### src/rtl/instruction_loader_pkg.sv
// Shared definitions for the instruction loader: FSM state encoding and the
// HALT encoding that the instruction memory also recognises.
package instruction_loader_pkg;

  localparam int STATE_W = 3;

  localparam logic [31:0] DEFAULT_HALT_INSTRUCTION = 32'hFFFF_FFFF;

  typedef enum logic [STATE_W-1:0] {
    ST_IDLE    = 3'd0,
    ST_CLEAR   = 3'd1,
    ST_RECEIVE = 3'd2,
    ST_WRITE   = 3'd3,
    ST_GAP     = 3'd4,
    ST_DONE    = 3'd5,
    ST_ERROR   = 3'd6
  } state_e;

endpackage

### src/rtl/instruction_loader_if.sv
// Byte-stream and instruction-memory signals of the loader, bundled so the
// loader (slave) and the host/memory side (master) see one connection.
interface instruction_loader_if #(
  parameter int WORD_SIZE_IN_BYTES = 4,
  parameter int MEM_SIZE_IN_WORDS  = 64
);
  import instruction_loader_pkg::*;

  localparam int WORD_W = WORD_SIZE_IN_BYTES * 8;
  localparam int CNT_W  = $clog2(MEM_SIZE_IN_WORDS + 1);

  logic              i_start;
  logic              i_byte_valid;
  logic [7:0]        i_byte;
  logic              o_byte_ready;
  logic              i_mem_full;
  logic              o_mem_clear;
  logic              o_instruction_write;
  logic [WORD_W-1:0] o_instruction;
  logic [CNT_W-1:0]  o_word_count;
  logic              o_busy;
  logic              o_done;
  logic              o_error;

  modport slave (
    input  i_start, i_byte_valid, i_byte, i_mem_full,
    output o_byte_ready, o_mem_clear, o_instruction_write, o_instruction,
           o_word_count, o_busy, o_done, o_error
  );

  modport master (
    output i_start, i_byte_valid, i_byte, i_mem_full,
    input  o_byte_ready, o_mem_clear, o_instruction_write, o_instruction,
           o_word_count, o_busy, o_done, o_error
  );

endinterface

### src/rtl/instruction_loader_byte_word_assembler.sv
// Packs accepted bytes little-endian into one instruction word and flags the
// acceptance of the final byte of that word.
module instruction_loader_byte_word_assembler
  import instruction_loader_pkg::*;
#(
  parameter int WORD_SIZE_IN_BYTES = 4
) (
  input  logic                            i_clk,
  input  logic                            i_reset,
  input  logic                            i_clear,
  input  logic                            i_accept,
  input  logic [7:0]                      i_byte,
  output logic [WORD_SIZE_IN_BYTES*8-1:0] o_word,
  output logic                            o_word_complete
);

  localparam int IDX_W = (WORD_SIZE_IN_BYTES > 1) ? $clog2(WORD_SIZE_IN_BYTES) : 1;
  localparam logic [IDX_W-1:0] LAST_IDX = IDX_W'(WORD_SIZE_IN_BYTES - 1);

  logic [IDX_W-1:0]                index_q, index_d;
  logic [WORD_SIZE_IN_BYTES*8-1:0] word_q, word_d;

  always_comb begin
    index_d         = index_q;
    word_d          = word_q;
    o_word_complete = 1'b0;
    if (i_clear) begin
      index_d = '0;
      word_d  = '0;
    end else if (i_accept) begin
      word_d[8*int'(index_q) +: 8] = i_byte;
      if (index_q == LAST_IDX) begin
        index_d         = '0;
        o_word_complete = 1'b1;
      end else begin
        index_d = index_q + 1'b1;
      end
    end
  end

  always_ff @(posedge i_clk) begin
    if (i_reset) begin
      index_q <= '0;
      word_q  <= '0;
    end else begin
      index_q <= index_d;
      word_q  <= word_d;
    end
  end

  assign o_word = word_q;

endmodule

### src/rtl/instruction_loader.sv
// Loads a program into instruction memory from a byte stream: clear, then
// one write strobe per assembled word with an idle gap, ending on HALT or overflow.
module instruction_loader
  import instruction_loader_pkg::*;
#(
  parameter int WORD_SIZE_IN_BYTES = 4,
  parameter int MEM_SIZE_IN_WORDS  = 64,
  parameter logic [WORD_SIZE_IN_BYTES*8-1:0] HALT_INSTRUCTION =
    (WORD_SIZE_IN_BYTES*8)'(DEFAULT_HALT_INSTRUCTION)
) (
  input  logic                 i_clk,
  input  logic                 i_reset,
  instruction_loader_if.slave  bus
);

  localparam int WORD_W = WORD_SIZE_IN_BYTES * 8;
  localparam int CNT_W  = $clog2(MEM_SIZE_IN_WORDS + 1);

  state_e            state_q, state_d;
  logic [CNT_W-1:0]  word_count_q, word_count_d;
  logic [WORD_W-1:0] instruction_q, instruction_d;
  logic              asm_clear, asm_accept, asm_complete;
  logic [WORD_W-1:0] asm_word;

  instruction_loader_byte_word_assembler #(
    .WORD_SIZE_IN_BYTES(WORD_SIZE_IN_BYTES)
  ) u_assembler (
    .i_clk          (i_clk),
    .i_reset        (i_reset),
    .i_clear        (asm_clear),
    .i_accept       (asm_accept),
    .i_byte         (bus.i_byte),
    .o_word         (asm_word),
    .o_word_complete(asm_complete)
  );

  always_comb begin
    state_d       = state_q;
    word_count_d  = word_count_q;
    instruction_d = instruction_q;
    asm_clear     = 1'b0;
    asm_accept    = 1'b0;
    unique case (state_q)
      ST_IDLE, ST_DONE, ST_ERROR: begin
        if (bus.i_start) begin
          state_d      = ST_CLEAR;
          word_count_d = '0;
          asm_clear    = 1'b1;
        end
      end
      ST_CLEAR: state_d = ST_RECEIVE;
      ST_RECEIVE: begin
        asm_accept = bus.i_byte_valid;
        if (asm_complete) state_d = ST_WRITE;
      end
      ST_WRITE: begin
        instruction_d = asm_word;
        word_count_d  = word_count_q + CNT_W'(1);
        state_d       = ST_GAP;
      end
      // HALT outranks the capacity check so a HALT landing in the last slot still completes
      ST_GAP: begin
        if (instruction_q == HALT_INSTRUCTION) begin
          state_d = ST_DONE;
        end else if ((word_count_q == CNT_W'(MEM_SIZE_IN_WORDS)) || bus.i_mem_full) begin
          state_d = ST_ERROR;
        end else begin
          state_d = ST_RECEIVE;
        end
      end
      default: state_d = ST_IDLE;
    endcase
  end

  always_ff @(posedge i_clk) begin
    if (i_reset) begin
      state_q       <= ST_IDLE;
      word_count_q  <= '0;
      instruction_q <= '0;
    end else begin
      state_q       <= state_d;
      word_count_q  <= word_count_d;
      instruction_q <= instruction_d;
    end
  end

  assign bus.o_byte_ready        = (state_q == ST_RECEIVE);
  assign bus.o_mem_clear         = (state_q == ST_CLEAR);
  assign bus.o_instruction_write = (state_q == ST_WRITE);
  assign bus.o_instruction       = (state_q == ST_WRITE) ? asm_word : instruction_q;
  assign bus.o_word_count        = word_count_q;
  assign bus.o_busy              = (state_q == ST_CLEAR) || (state_q == ST_RECEIVE) ||
                                   (state_q == ST_WRITE) || (state_q == ST_GAP);
  assign bus.o_done              = (state_q == ST_DONE);
  assign bus.o_error             = (state_q == ST_ERROR);

endmodule

### src/flat_wrapper.sv
// flat-port wrapper written by rule: the top's interface ports become plain ports
module instruction_loader_flat import instruction_loader_pkg::*;
#(
  parameter int WORD_SIZE_IN_BYTES = 4,
  parameter int MEM_SIZE_IN_WORDS  = 64,
  parameter logic [WORD_SIZE_IN_BYTES*8-1:0] HALT_INSTRUCTION =
    (WORD_SIZE_IN_BYTES*8)'(DEFAULT_HALT_INSTRUCTION)
)
  (i_clk, i_reset, bus_i_start, bus_i_byte_valid, bus_i_byte, bus_i_mem_full, bus_o_byte_ready, bus_o_mem_clear, bus_o_instruction_write, bus_o_instruction, bus_o_word_count, bus_o_busy, bus_o_done, bus_o_error);
  instruction_loader_if #(.WORD_SIZE_IN_BYTES(WORD_SIZE_IN_BYTES), .MEM_SIZE_IN_WORDS(MEM_SIZE_IN_WORDS)) bus_i ();
  input  logic i_clk;
  input  logic i_reset;
  input wire logic [$bits(bus_i.i_start)-1:0] bus_i_start;
  input wire logic [$bits(bus_i.i_byte_valid)-1:0] bus_i_byte_valid;
  input wire logic [$bits(bus_i.i_byte)-1:0] bus_i_byte;
  input wire logic [$bits(bus_i.i_mem_full)-1:0] bus_i_mem_full;
  output wire logic [$bits(bus_i.o_byte_ready)-1:0] bus_o_byte_ready;
  output wire logic [$bits(bus_i.o_mem_clear)-1:0] bus_o_mem_clear;
  output wire logic [$bits(bus_i.o_instruction_write)-1:0] bus_o_instruction_write;
  output wire logic [$bits(bus_i.o_instruction)-1:0] bus_o_instruction;
  output wire logic [$bits(bus_i.o_word_count)-1:0] bus_o_word_count;
  output wire logic [$bits(bus_i.o_busy)-1:0] bus_o_busy;
  output wire logic [$bits(bus_i.o_done)-1:0] bus_o_done;
  output wire logic [$bits(bus_i.o_error)-1:0] bus_o_error;
  assign bus_i.i_start = bus_i_start;
  assign bus_i.i_byte_valid = bus_i_byte_valid;
  assign bus_i.i_byte = bus_i_byte;
  assign bus_i.i_mem_full = bus_i_mem_full;
  assign bus_o_byte_ready = bus_i.o_byte_ready;
  assign bus_o_mem_clear = bus_i.o_mem_clear;
  assign bus_o_instruction_write = bus_i.o_instruction_write;
  assign bus_o_instruction = bus_i.o_instruction;
  assign bus_o_word_count = bus_i.o_word_count;
  assign bus_o_busy = bus_i.o_busy;
  assign bus_o_done = bus_i.o_done;
  assign bus_o_error = bus_i.o_error;
  instruction_loader #(.WORD_SIZE_IN_BYTES(WORD_SIZE_IN_BYTES), .MEM_SIZE_IN_WORDS(MEM_SIZE_IN_WORDS), .HALT_INSTRUCTION(HALT_INSTRUCTION)) u_core (.i_clk(i_clk), .i_reset(i_reset), .bus(bus_i));
endmodule
### config.mk
export PLATFORM = sky130hd
export DESIGN_NAME = instruction_loader_flat
export DESIGN_NICKNAME = d
export VERILOG_FILES = /design/src/rtl/instruction_loader_pkg.sv /design/src/rtl/instruction_loader_if.sv /design/src/rtl/instruction_loader_byte_word_assembler.sv /design/src/rtl/instruction_loader.sv /design/src/flat_wrapper.sv
export SDC_FILE = /design/constraint.sdc
export NUM_CORES = 1
export LEC_CHECK = 0
export BUFFER_PORTS_ARGS = -buffer_cell sky130_fd_sc_hd__buf_4
export CELL_PAD_IN_SITES_DETAIL_PLACEMENT = 1
export CELL_PAD_IN_SITES_GLOBAL_PLACEMENT = 1
export CORE_UTILIZATION = 38
export CTS_CLUSTER_SIZE = 14
export DETAILED_ROUTE_END_ITERATION = 12
export PLACE_DENSITY_LB_ADDON = 0.1
export SLEW_MARGIN = 20
export SYNTH_ARGS = -nofsm -noshare
export SYNTH_HDL_FRONTEND = slang
export SYNTH_SLANG_ARGS = --single-unit
### constraint.sdc
create_clock -name i_clk -period 1.75 [get_ports i_clk]
set_clock_uncertainty 0.05 [all_clocks]
set_input_delay 0.175 -clock i_clk [delete_from_list [all_inputs] [get_ports i_clk]]
set_output_delay 0.175 -clock i_clk [all_outputs]
set_load 0.05 [all_outputs]
# Yosys cells after proc, flatten, opt, wreduce, memory -nomap -nowiden

Index checks and enable logic that the tools add are counted.

Add/sub/neg operators: 3
$mul: 0
Divide/modulo/power cells: 0
Magnitude comparators: 0
Equality and inequality tests: 11
Shift-type cells: 2
Mux-type cells: 16
Bitwise gates (word level): 0
Reductions and logical operators: 10

Operator list:

| operator                                               | number |
|---|---|
| negation 5 -> 33 bit                                   | 1 |
| variable shift 8 x 33 -> 32 bit (first input constant) | 1 |
| indexed part select 8 x 33 -> 32 bit                   | 1 |
| bitwise mux 32 bit                                     | 1 |
| equality test 32 bit (second input constant)           | 1 |
| 2-to-1 mux 32 bit                                      | 1 |
| one-hot mux 3 bit (5 select lines)                     | 1 |
| one-hot mux 7 bit (2 select lines)                     | 1 |
| 2-to-1 mux 3 bit                                       | 4 |
| equality test 3 bit (second input constant)            | 3 |
| adder 7 x 1 -> 7 bit (second input constant)           | 1 |
| equality test 7 bit (second input constant)            | 1 |
| 2-to-1 mux 7 bit                                       | 1 |
| equality test 3 x 2 -> 1 bit (second input constant)   | 2 |
| 2-to-1 mux 1 bit                                       | 6 |
| logical OR 1 bit                                       | 4 |
| AND reduction 2 bit                                    | 2 |
| equality test 3 x 1 -> 1 bit (second input constant)   | 1 |
| zero test 3 bit                                        | 1 |
| OR reduction 3 bit                                     | 1 |
| adder 2 x 1 -> 2 bit (second input constant)           | 1 |
| equality test 2 bit (second input constant)            | 1 |
| 2-to-1 mux 2 bit                                       | 1 |
| != test 2 x 1 -> 1 bit (second input constant)         | 1 |
| other kinds (3)                                        | 3 |

Register bits: 76
Latch bits: 0
Bits in writable memories: 0
Bits in read-only memories: 0
Output and inout bits: 45
Word-level logic and storage cells: 47
Memories: 0

# Depth between registers and ports, before layout

Gate-level depths: netlist of run 1.

Word-level depth: 6
Depth in mapped cells: 7

# By module

From an unflattened synthesis of run 1, not the netlist that was laid out.

Cell total of the unflattened synthesis: 408
Area, all modules: 3362.0 um^2

By module, submodules not included:

| module                                 | instances | cells an instance | area an instance (um^2) | seq. area each (um^2) |
|---|---|---|---|---|
| instruction_loader                     | 1         | 267               | 1996.9                  | 840.8 |
| instruction_loader_byte_word_assembler | 1         | 141               | 1365.1                  | 680.7 |

# Worst setup path after synthesis of run 1

No wires, ideal clock.

Path type: reg2reg
Start: reg u_core.state_q[1]
End: reg u_core.state_q[0]
Setup time: 0.074 ns
Data arrival time: 2.164 ns
Required time: 1.626 ns
Slack: -0.538 ns
Stages on the path, launching flop included: 6
Buffers on the path: 2
Period minus slack after synthesis: 2.288 ns
Path through: dfxtp_1 > buf_4 > clkbuf_1 > nor3b_1 > a22oi_1 > o21ai_0

Cells in the longest elaborated chain, start to end: 6
Elaborated cells between the ends (all ways): 16
Those cells by class: eq/ne: 8; mux: 5; reduce/logical: 3

RTL lines:

| element                          | line                                         | source |
|---|---|---|
| start, declared                  | instruction_loader.sv:19                     | `state_e state_q, state_d;` |
| start signal, assigned           | instruction_loader.sv:81                     | `state_q <= state_d;` |
| equality test 3 bit (*)          | --                                           |  |
| via bus_o_done                   | flat_wrapper.sv:23                           | `output wire logic [$bits(bus_i.o_done)-1:0] bus_o_done;` |
| OR reduction 3 bit (*)           | instruction_loader.sv:43                     | `unique case (state_q)` |
| 2-to-1 mux 1 bit                 | instruction_loader.sv:43                     |  |
| 2-to-1 mux 1 bit                 | instruction_loader_byte_word_assembler.sv:27 | `if (i_clear) begin` |
| != test 2 x 1 -> 1 bit (no line) | --                                           |  |
| AND reduction 2 bit (no line)    | --                                           |  |

Mark *: on every way through the listed nets, which the timed path passes. The rest lies on a longest branch.
A chain may end at the register's enable or synchronous reset.

# Final worst setup path of run 1

Start: reg u_core.state_q[1]
End: out bus_o_instruction[20]

Cells in the longest elaborated chain, start to end: 2

RTL lines:

| element                      | line                     | source |
|---|---|---|
| equality test 3 x 2 -> 1 bit | instruction_loader.sv:90 | `assign bus.o_instruction = (state_q == ST_WRITE) ? asm_word : instruction_q;` |
| 2-to-1 mux 32 bit            | instruction_loader.sv:90 |  |
| end, declared                | flat_wrapper.sv:20       | `output wire logic [$bits(bus_i.o_instruction)-1:0] bus_o_instruction;` |

Every way passes these cells.

==> results.yml, run 1 <==
synth:
  synth.area.top_cells: "dfxtp_1 (46%), mux2_2 (11%), a21oi_1 (5.9%)"
  synth_top_area_cell: "dfxtp_1"
  synth-seq-cells: 76
  synth_area_mm2: 0.00333
  synthDistinctLibCells: 44
  syn_inst: 365
  ys_warn_count: 0
  yosysSeqAreaShare_pct: 45.7
  syn_nets: 384
  avgSynthCellArea_um2: 9.12
  synth.top_cell.area_share_pct: 45.7
sta:
  finalCritPeriodShare_pct: 107
  slew_headroom_pct: 75.1
  final-max-slew-violation-count: 0
  final.setup.tns_ns: -3.13
  setup_viol: 32
  finalHoldViolCount: 0
  grt_setup_unrepaired: "yes"
  max_freq_mhz: 535
  worst_pin_slew_ns: 0.370
  min_period_ns: 1.87
  finalWorstSetupSlack_ns: -0.118
pwr:
  p_leak_nw: 1.86
  ir_worst_vdd_v: 0.000450
  cellPowerDensity_mw_per_mm2: 790
placement:
  gp_congestion: 0.822
  port_buffers: 57
  hpwlAfterDp_um: 6210
  dpl_cell_area_mm2: 0.00395
  dp_slack_ns: 0.102
routing:
  vias: 2886
  routedWlPerCell_um: 17.8
  drc_errors: 0
  drtAntennaViolNets: 0
  drtIter0Drc: 111
  viasPerCell: 5.25
  wirelength_um: 9770
  firstDrtPassIters: 4
floorplan:
  core_area_mm2: 0.00834
  num_rows: 33
  die_area_mm2: 0.00914
  start_util_pct: 39.9
  io_pins: 58
  fp.dieH_um: 95.6
  fp.dieW_um: 95.6
clocking:
  htreeDepth: 3
  cts_sinks: 76
  clockRootBuffer: "clkbuf_8"
  numCtsBuffers: 9
  cts.path.max_buffers: 2
  insertion_delay_ns: 0.35
  cts_tree: "built"
  holdBufCountCts: 0
  path_clk_slew_ns: 0.08
outcome:
  violations: "negative setup slack"
  status: "complete, but fails checks"
global_routing:
  antenna_found_initial: 0
  grt_first_pass_wirelength_um: 15400
  grt_max_degree: 35
  overflow: 0
  grt_pass1_vias: 2926
  track_usage_pct: 22.5
setup_path:
  worstSetupStartpointType: "register"
  required_ns: 1.52
  crit_slowest_cell: "dfxtp_4"
  crit_buf_inv: 3
  path_cells: "nand3b_1, buf_6, clkbuf_16, mux2_2, buf_6"
  crit_arrival_ns: 1.64
  path_class: "register to output pin"
  cpMostUsedCell: "buf_6"
  worst_path_dominant_cell_family: "buffers and inverters"
  crit_path_end_kind: "output pin"
  slowest_delay_ns: 0.37
  worstPathMaxFanout: 5
finish:
  final_core_util_pct: 55.4
  fin_area_mm2: 0.00462
  final_cell_mix: "dfxtp_1 (71), nand2_1 (46), buf_4 (41)"
  drive_above_1_share_pct: 34.8
  nets: 460
  syn2layout_area_growth_pct: 38.8
  multiInputGateArea_mm2: 0.00179
  register_area_mm2: 0.00153
  mostFrequentLayoutCell: "dfxtp_1"
  n_antenna_cell: 0
  fillerInstances: 936
worst_hold_path:
  hp-class: "input pin to register"
job:
  drv_cap: 0
## what timing repair did
action | 4_1_cts | 5_1_grt
setup buffers | 7 | 5
setup endpoints to repair | 34 | 42
resized for setup | 60 | 31
gates cloned | 2 | 1
pin swaps | 2 | 3
## flip-flops by register name (all words and copies together), names as in the netlist
name / flops
u_core.u_assembler.o_word: 32
u_core.u_assembler.index_q: 2
u_core.state_q: 3
u_core.bus.o_word_count: 7
u_core.instruction_q: 32
## routing by layer
layer	vias to the layer above	global-route usage, %	share of wire, %
met5	-	0	0
met4	0	7.21	0.92
met1	1408	29.0	46
met3	8	4.63	2.8
li1	1422	-	-
met2	48	37.5	50
## power breakdown
group | total (mW) | internal, mW | switching (mW)
logic | 0.404 | 0.154 | 0.250
clock network | 1.49 | 0.836 | 0.658
registers | 1.75 | 1.74 | 0.0123
## per-stage QoR
step	instances	hold slack, ns	total power, mW
6_report	550	0.0760	3.65
5_1_grt	550	0.0724	3.80
4_1_cts	546	0.0692	3.67
3_5_place_dp	522	0.397	2.15
3_3_place_gp	522	0.393	2.15
2_1_floorplan	365	0.277	2.03
## logic make-up after synthesis
family          synth area share, %
compound gates                 11.1
simple gates                   24.7
mux                            10.8
buf+inv                        4.40
flops                          45.7
fa+ha+maj                      2.56
xor+xnor                      0.789
## final timing paths
kind	startpoint	to	slack [ns]	cells past startpoint
max	u_core.state_q[1]	bus_o_instruction[20]	-0.12	5
min	bus_i_byte[7]	u_core.u_assembler.o_word[7]	0.08	3
max reg2reg	u_core.state_q[0]	u_core.bus.o_word_count[3]	0.10	5
min reg2reg	u_core.u_assembler.o_word[11]	u_core.u_assembler.o_word[11]	0.40	2
## area by class of cell
| cell class | count | share of cell area (%) |
|---|---|---|
| Clock buffer | 11 | 3.06 |
| Timing Repair Buffer | 85 | 19.8 |
| Tap cell | 105 | 2.84 |
| Inverter | 8 | 0.812 |
| Clock inverter | 4 | 1.60 |
| Sequential cell | 76 | 33.1 |
| Multi-Input combinational cell | 261 | 38.8 |
## synth_stat cells (all sizes together)
cell and n:
a211oi 1, nand2 46, nand3b 1, nor3 3, a21oi 40, xnor2 1
ha 6, dfxtp 76, buf 14, or4 1, and2 9, dlymetal6s2s 1
or4b 1, nor2b 27, mux2 32, nand4 8, clkbuf 4, a31oi 2
nor2 11, and4bb 1, xor2 2, a21o 1, a211o 1, a22oi 1
nand3 36, nor3b 7, nor4 2, inv 8, or3 1, or2 1
o211ai 5, a311oi 4, maj3 1, and3 1, dlygate4sd1 1, o21ai 6
o21a 2
## worst register-to-register path, cell delays in order, from the launching register on
cell,delay [ns]
dfxtp_1,0.32
buf_4,0.18
xor2_1,0.19
a21oi_2,0.34
o21ai_1,0.16
a311oi_1,0.31
(Power assumes the default switching activity.)
==> run 2: changes to the inputs <==
CORE_ASPECT_RATIO = 0.9   (was default)
TNS_END_PERCENT = 10   (was default)
==> run 2 against run 1 <==
  * The flow still finishes with violations (negative setup slack)
  * Power rose by 4.1%
  * Clock-buffer cell count is 1 higher
  * Sequential share of layout area up 0.84 points
  * Critical path depth unchanged
  * Fmax up 1.7%
  * Final cell count grew 2.0%
  * Final area shrank 2.4%
  * Critical path type unchanged
  * Largest cell class unchanged
==> results.yml, run 2 (synthesized netlist as in run 1, its figures left out) <==
sta:
  finalWorstSetupSlack_ns: -0.0860
  slew_headroom_pct: 71.5
  grt_setup_unrepaired: "yes"
  whs_ns: 0.0819
  max_freq_mhz: 545
  finalHoldViolCount: 0
  finalCritPeriodShare_pct: 105
  worst_pin_slew_ns: 0.424
  min_period_ns: 1.84
  final-max-slew-violation-count: 0
  setup_viol: 32
setup_path:
  crit_path_end_kind: "output pin"
  worstSetupStartpointType: "register"
  required_ns: 1.52
  cp-startpoint: "u_core.state_q[2]"
  worstPathMaxFanout: 7
  crit_arrival_ns: 1.61
  path_cells: "nand3b_1, buf_6, buf_8, mux2_4, buf_8"
  crit_buf_inv: 3
  cpMostUsedCell: "buf_8"
  r2r_end: "u_core.bus.o_word_count[5]"
  path_class: "register to output pin"
  reg2reg_from: "u_core.state_q[2]"
  slowest_delay_ns: 0.33
  crit_slowest_cell: "dfxtp_2"
  worst_path_dominant_cell_family: "buffers and inverters"
  r2r_slack_ns: 0.08
  rr_worst_depth: 6
clocking:
  htreeDepth: 3
  numCtsBuffers: 9
  clockRootBuffer: "clkbuf_8"
  holdBufCountCts: 0
  insertion_delay_ns: 0.35
  cts_tree: "built"
  path_clk_slew_ns: 0.08
  cts_sinks: 76
  cts.path.max_buffers: 2
floorplan:
  start_util_pct: 39.0
  fp.dieW_um: 101
  die_area_mm2: 0.00914
  io_pins: 58
  fp.dieH_um: 90.8
  num_rows: 32
  core_area_mm2: 0.00853
pwr:
  p_leak_nw: 1.78
  clockPowerShare_pct: 43.6
  internal_power_mw: 2.91
  combinationalPowerShare_pct: 10.3
  cellPowerDensity_mw_per_mm2: 843
  ir_worst_vdd_v: 0.000475
  p_sw_mw: 0.890
  power_frac_seq_pct: 46.1
  sw_frac_of_total_pct: 23.4
global_routing:
  track_usage_pct: 21.3
  grt_max_degree: 35
  overflow: 0
  antenna_found_initial: 0
  grt_pass1_vias: 2923
  grt_first_pass_wirelength_um: 14800
placement:
  hpwlAfterDp_um: 6290
  gp_congestion: 0.740
  port_buffers: 57
outcome:
  status: "complete, but fails checks"
  violations: "negative setup slack"
routing:
  drc_errors: 0
  vias: 2844
  drtIter0Drc: 83
  routedWlPerCell_um: 16.3
  wirelength_um: 9170
  firstDrtPassIters: 4
  viasPerCell: 5.07
  drtAntennaViolNets: 0
finish:
  final_cell_mix: "dfxtp_1 (70), nand2_1 (46), a21oi_1 (39)"
  nets: 456
  syn2layout_area_growth_pct: 35.5
  mostFrequentLayoutCell: "dfxtp_1"
  n_antenna_cell: 0
  final_core_util_pct: 52.9
  drive_above_1_share_pct: 33.7
job:
  drv_cap: 0
worst_hold_path:
  holdPathEnd: "u_core.u_assembler.o_word[7]"
  hp-class: "input pin to register"
  hp-start: "bus_i_byte[7]"
  min_path_cells: 3
==> run 2: cell types whose count changed in the layout (fill, tap and decap cells not counted), sizes merged <==
cell and change:
buf -3, bufinv +1, clkinv -1
==> run 2: final cells by class <==
cell class,count,area (µm²)
clock buffer,12,155
clock inverter,4,95.1
fill,1022,4020
inverter,8,37.5
multi-input combinational,261,1740
sequential,76,1530
tap,119,149
timing repair buffer,81,806
==> run 2: worst register-to-register path: cells and delay by family (launching register included) <==
| kind | cells | cell delay, ns |
|---|---|---|
| AOI/OAI and AO/OA | 1 | 0.14 |
| buffers and inverters | 3 | 0.43 |
| DFF | 1 | 0.33 |
| and+or+nand+nor | 2 | 0.65 |
==> run 2: worst max path at each step <==
stage	endpoint	slack [ns]	cells past startpoint
2_1_floorplan	bus_o_byte_ready	-0.38	3
3_3_place_gp	u_core.bus.o_word_count[6]	0.12	5
3_5_place_dp	u_core.bus.o_word_count[2]	0.05	6
4_1_cts	bus_o_instruction[29]	-0.1	5
5_1_grt	bus_o_instruction[14]	-0.15	5
6_report	bus_o_instruction[2]	-0.09	5
==> run 2: timing repair <==
| item | CTS | global route |
|---|---|---|
| pin swaps | 2 | 1 |
| endpoints found under the hold margin | 0 | 0 |
| cloned | 2 | 0 |
| endpoints found under the setup margin | 33 | 68 |
| gates resized for setup | 54 | 28 |
| buffers inserted | 4 | 0 |
==> run 2: power by group through the flow <==
stage | combinational, mW | clock [mW] | sequential (mW)
after global placement | 0.345 | 0 | 1.79
after CTS | 0.381 | 1.70 | 1.75
after detailed placement | 0.351 | 0 | 1.80
after floorplan | 0.231 | 0 | 1.79
after global routing | 0.422 | 1.76 | 1.75
final | 0.391 | 1.66 | 1.75
==> run 2: metrics by stage <==
| stage | power, mW | setup TNS (ns) | setup WS [ns] | cell area [µm²] | cells |
|---|---|---|---|---|---|
| floorplan | 2.02 | -1.41 | -0.379 | 3330 | 365 |
| global placement | 2.14 | 0 | 0.125 | 3940 | 539 |
| CTS | 3.83 | -2.67 | -0.0979 | 4420 | 561 |
| detailed placement | 2.15 | 0 | 0.0538 | 3940 | 539 |
| finish | 3.80 | -2.38 | -0.0860 | 4510 | 561 |
| global route | 3.93 | -4.31 | -0.153 | 4510 | 561 |
==> run 2: layer usage <==
layer / global-route usage (%) / vias to the layer above / part of all wire, % / wire length [µm]
li1: - / 1425 / - / -
met1: 28.2 / 1359 / 48 / 4370
met2: 34.9 / 51 / 49 / 4460
met3: 4.57 / 9 / 3.0 / 277
met4: 5.80 / 0 / 0.69 / 63
met5: 0 / - / 0 / 0
==> run 3: changes to the inputs <==
RECOVER_POWER = 25   (was default)
==> run 3 against run 2 <==
  * Core utilization decreased by 0.31 points
  * Combinational power is essentially flat
  * The flow still finishes with violations (negative setup slack)
  * Final cell count unchanged
  * Worst hold slack about the same
  * Final area decreased by 0.58%
  * Via count is essentially flat
  * Power barely moved
  * Non-clock buffer count unchanged
  * Critical endpoint unchanged
  * Highest routed layer unchanged
==> results.yml, run 3 (synthesized netlist as in run 1, its figures left out) <==
global_routing:
  grt_max_degree: 35
  grt_pass1_vias: 2923
  overflow: 0
  antenna_found_initial: 0
  track_usage_pct: 21.3
  grt_first_pass_wirelength_um: 14800
pwr:
  p_leak_nw: 1.75
  cellPowerDensity_mw_per_mm2: 848
  ir_worst_vdd_v: 0.000475
finish:
  final_cell_mix: "dfxtp_1 (70), nand2_1 (46), a21oi_1 (39)"
  mostFrequentLayoutCell: "dfxtp_1"
  nets: 456
  fin_cells: 561
  drive_above_1_share_pct: 32.1
  syn2layout_area_growth_pct: 34.7
  fin_area_mm2: 0.00448
  final_core_util_pct: 52.6
  fillerInstances: 1025
  n_antenna_cell: 0
setup_path:
  r2r_slack_ns: 0.08
  crit_path_end_kind: "output pin"
  rr_worst_depth: 6
  slowest_delay_ns: 0.33
  worstSetupStartpointType: "register"
  cpMostUsedCell: "buf_8"
  crit_slowest_cell: "dfxtp_2"
  path_cells: "nand3b_1, buf_6, buf_8, mux2_4, buf_8"
  worstPathMaxFanout: 7
  path_class: "register to output pin"
  crit_arrival_ns: 1.61
  required_ns: 1.52
  cp-startpoint: "u_core.state_q[2]"
  r2r_end: "u_core.bus.o_word_count[5]"
  worstSetupEndpoint: "bus_o_instruction[2]"
  reg2reg_from: "u_core.state_q[2]"
placement:
  port_buffers: 57
  gp_congestion: 0.740
  dpl.cell_count: 539
  dpl_cell_area_mm2: 0.00394
  hpwlAfterDp_um: 6290
outcome:
  status: "complete, but fails checks"
  violations: "negative setup slack"
clocking:
  cts_sinks: 76
  insertion_delay_ns: 0.35
  numCtsBuffers: 9
  clockRootBuffer: "clkbuf_8"
  htreeDepth: 3
  cts.path.max_buffers: 2
  path_clk_slew_ns: 0.08
  cts_tree: "built"
sta:
  slew_headroom_pct: 60.4
  whs_ns: 0.0822
  setup_viol: 32
  finalHoldViolCount: 0
  min_period_ns: 1.84
  finalWorstSetupSlack_ns: -0.0860
  finalCritPeriodShare_pct: 105
  worst_pin_slew_ns: 0.597
  max_freq_mhz: 545
  final-max-slew-violation-count: 0
  grt_setup_unrepaired: "yes"
  final.setup.tns_ns: -2.38
job:
  drv_cap: 0
floorplan:
  fp.dieW_um: 101
  start_util_pct: 39.0
  die_area_mm2: 0.00914
  core_area_mm2: 0.00853
  fp.dieH_um: 90.8
  io_pins: 58
  num_rows: 32
routing:
  routedWlPerCell_um: 16.4
  viasPerCell: 5.07
  drtAntennaViolNets: 0
  drc_errors: 0
  wirelength_um: 9170
  vias: 2845
  firstDrtPassIters: 4
  drtIter0Drc: 82
worst_hold_path:
  hp-class: "input pin to register"
## run 3: cell types whose count changed in the layout (fill, tap and decap cells not counted), sizes merged
cell,change
buf,-7
clkbuf,+7
## run 3: metrics by stage
step	power, mW	worst slack [ns]
4_1_cts	3.83	-0.0979
2_1_floorplan	2.02	-0.379
3_3_place_gp	2.14	0.125
6_report	3.80	-0.0860
3_5_place_dp	2.15	0.0538
5_1_grt	3.93	-0.153
## run 3: where the power goes
part | internal [mW] | switching (mW) | total, mW
Combinational | 0.145 | 0.245 | 0.390
Sequential | 1.74 | 0.0108 | 1.75
Clock | 1.02 | 0.633 | 1.66
## run 3: critical path, delay by kind of cell, from the launching register on
| family | cells | cell delay, ns |
|---|---|---|
| DFF | 1 | 0.33 |
| and+or+nand+nor | 1 | 0.16 |
| buffers and inverters | 3 | 0.46 |
| muxes | 1 | 0.32 |
## run 3: repair_timing
| action | CTS | global route |
|---|---|---|
| pin swaps | 2 | 1 |
| gates cloned | 2 | 0 |
| hold buffers | 0 | 0 |
| endpoints found under the setup margin | 33 | 68 |
| buffers inserted | 4 | 0 |
| resized for setup | 54 | 28 |
## run 3: metal layers
metal / GRT usage [%] / vias up / routed length, µm / share of wire (%)
met5: 0 / - / 0 / 0
met4: 5.80 / 0 / 63 / 0.69
met3: 4.57 / 9 / 290 / 3.2
met2: 34.9 / 53 / 4460 / 49
met1: 28.2 / 1358 / 4360 / 48
li1: - / 1425 / - / -
## run 3: how the worst min path moves through the flow
stage                                      start                            end  slack [ns]  cells past startpoint
detailed placement  u_core.u_assembler.o_word[5]   u_core.u_assembler.o_word[5]        0.40                      2
finish                             bus_i_byte[7]   u_core.u_assembler.o_word[7]        0.08                      3
CTS                                bus_i_byte[7]  u_core.u_assembler.o_word[31]        0.07                      3
global route                       bus_i_byte[0]   u_core.u_assembler.o_word[8]        0.09                      3
floorplan                          bus_i_byte[0]   u_core.u_assembler.o_word[0]        0.28                      2
global placement    u_core.u_assembler.o_word[2]   u_core.u_assembler.o_word[2]        0.39                      2
## run 3: area by class of cell
class | instances | area, µm² | area share, %
Clock inverter | 4 | 95.1 | 2.12
Multi-Input combinational cell | 261 | 1740 | 38.7
Inverter | 8 | 37.5 | 0.837
Tap cell | 119 | 149 | 3.32
Clock buffer | 12 | 155 | 3.46
Timing Repair Buffer | 81 | 779 | 17.4
Sequential cell | 76 | 1530 | 34.2
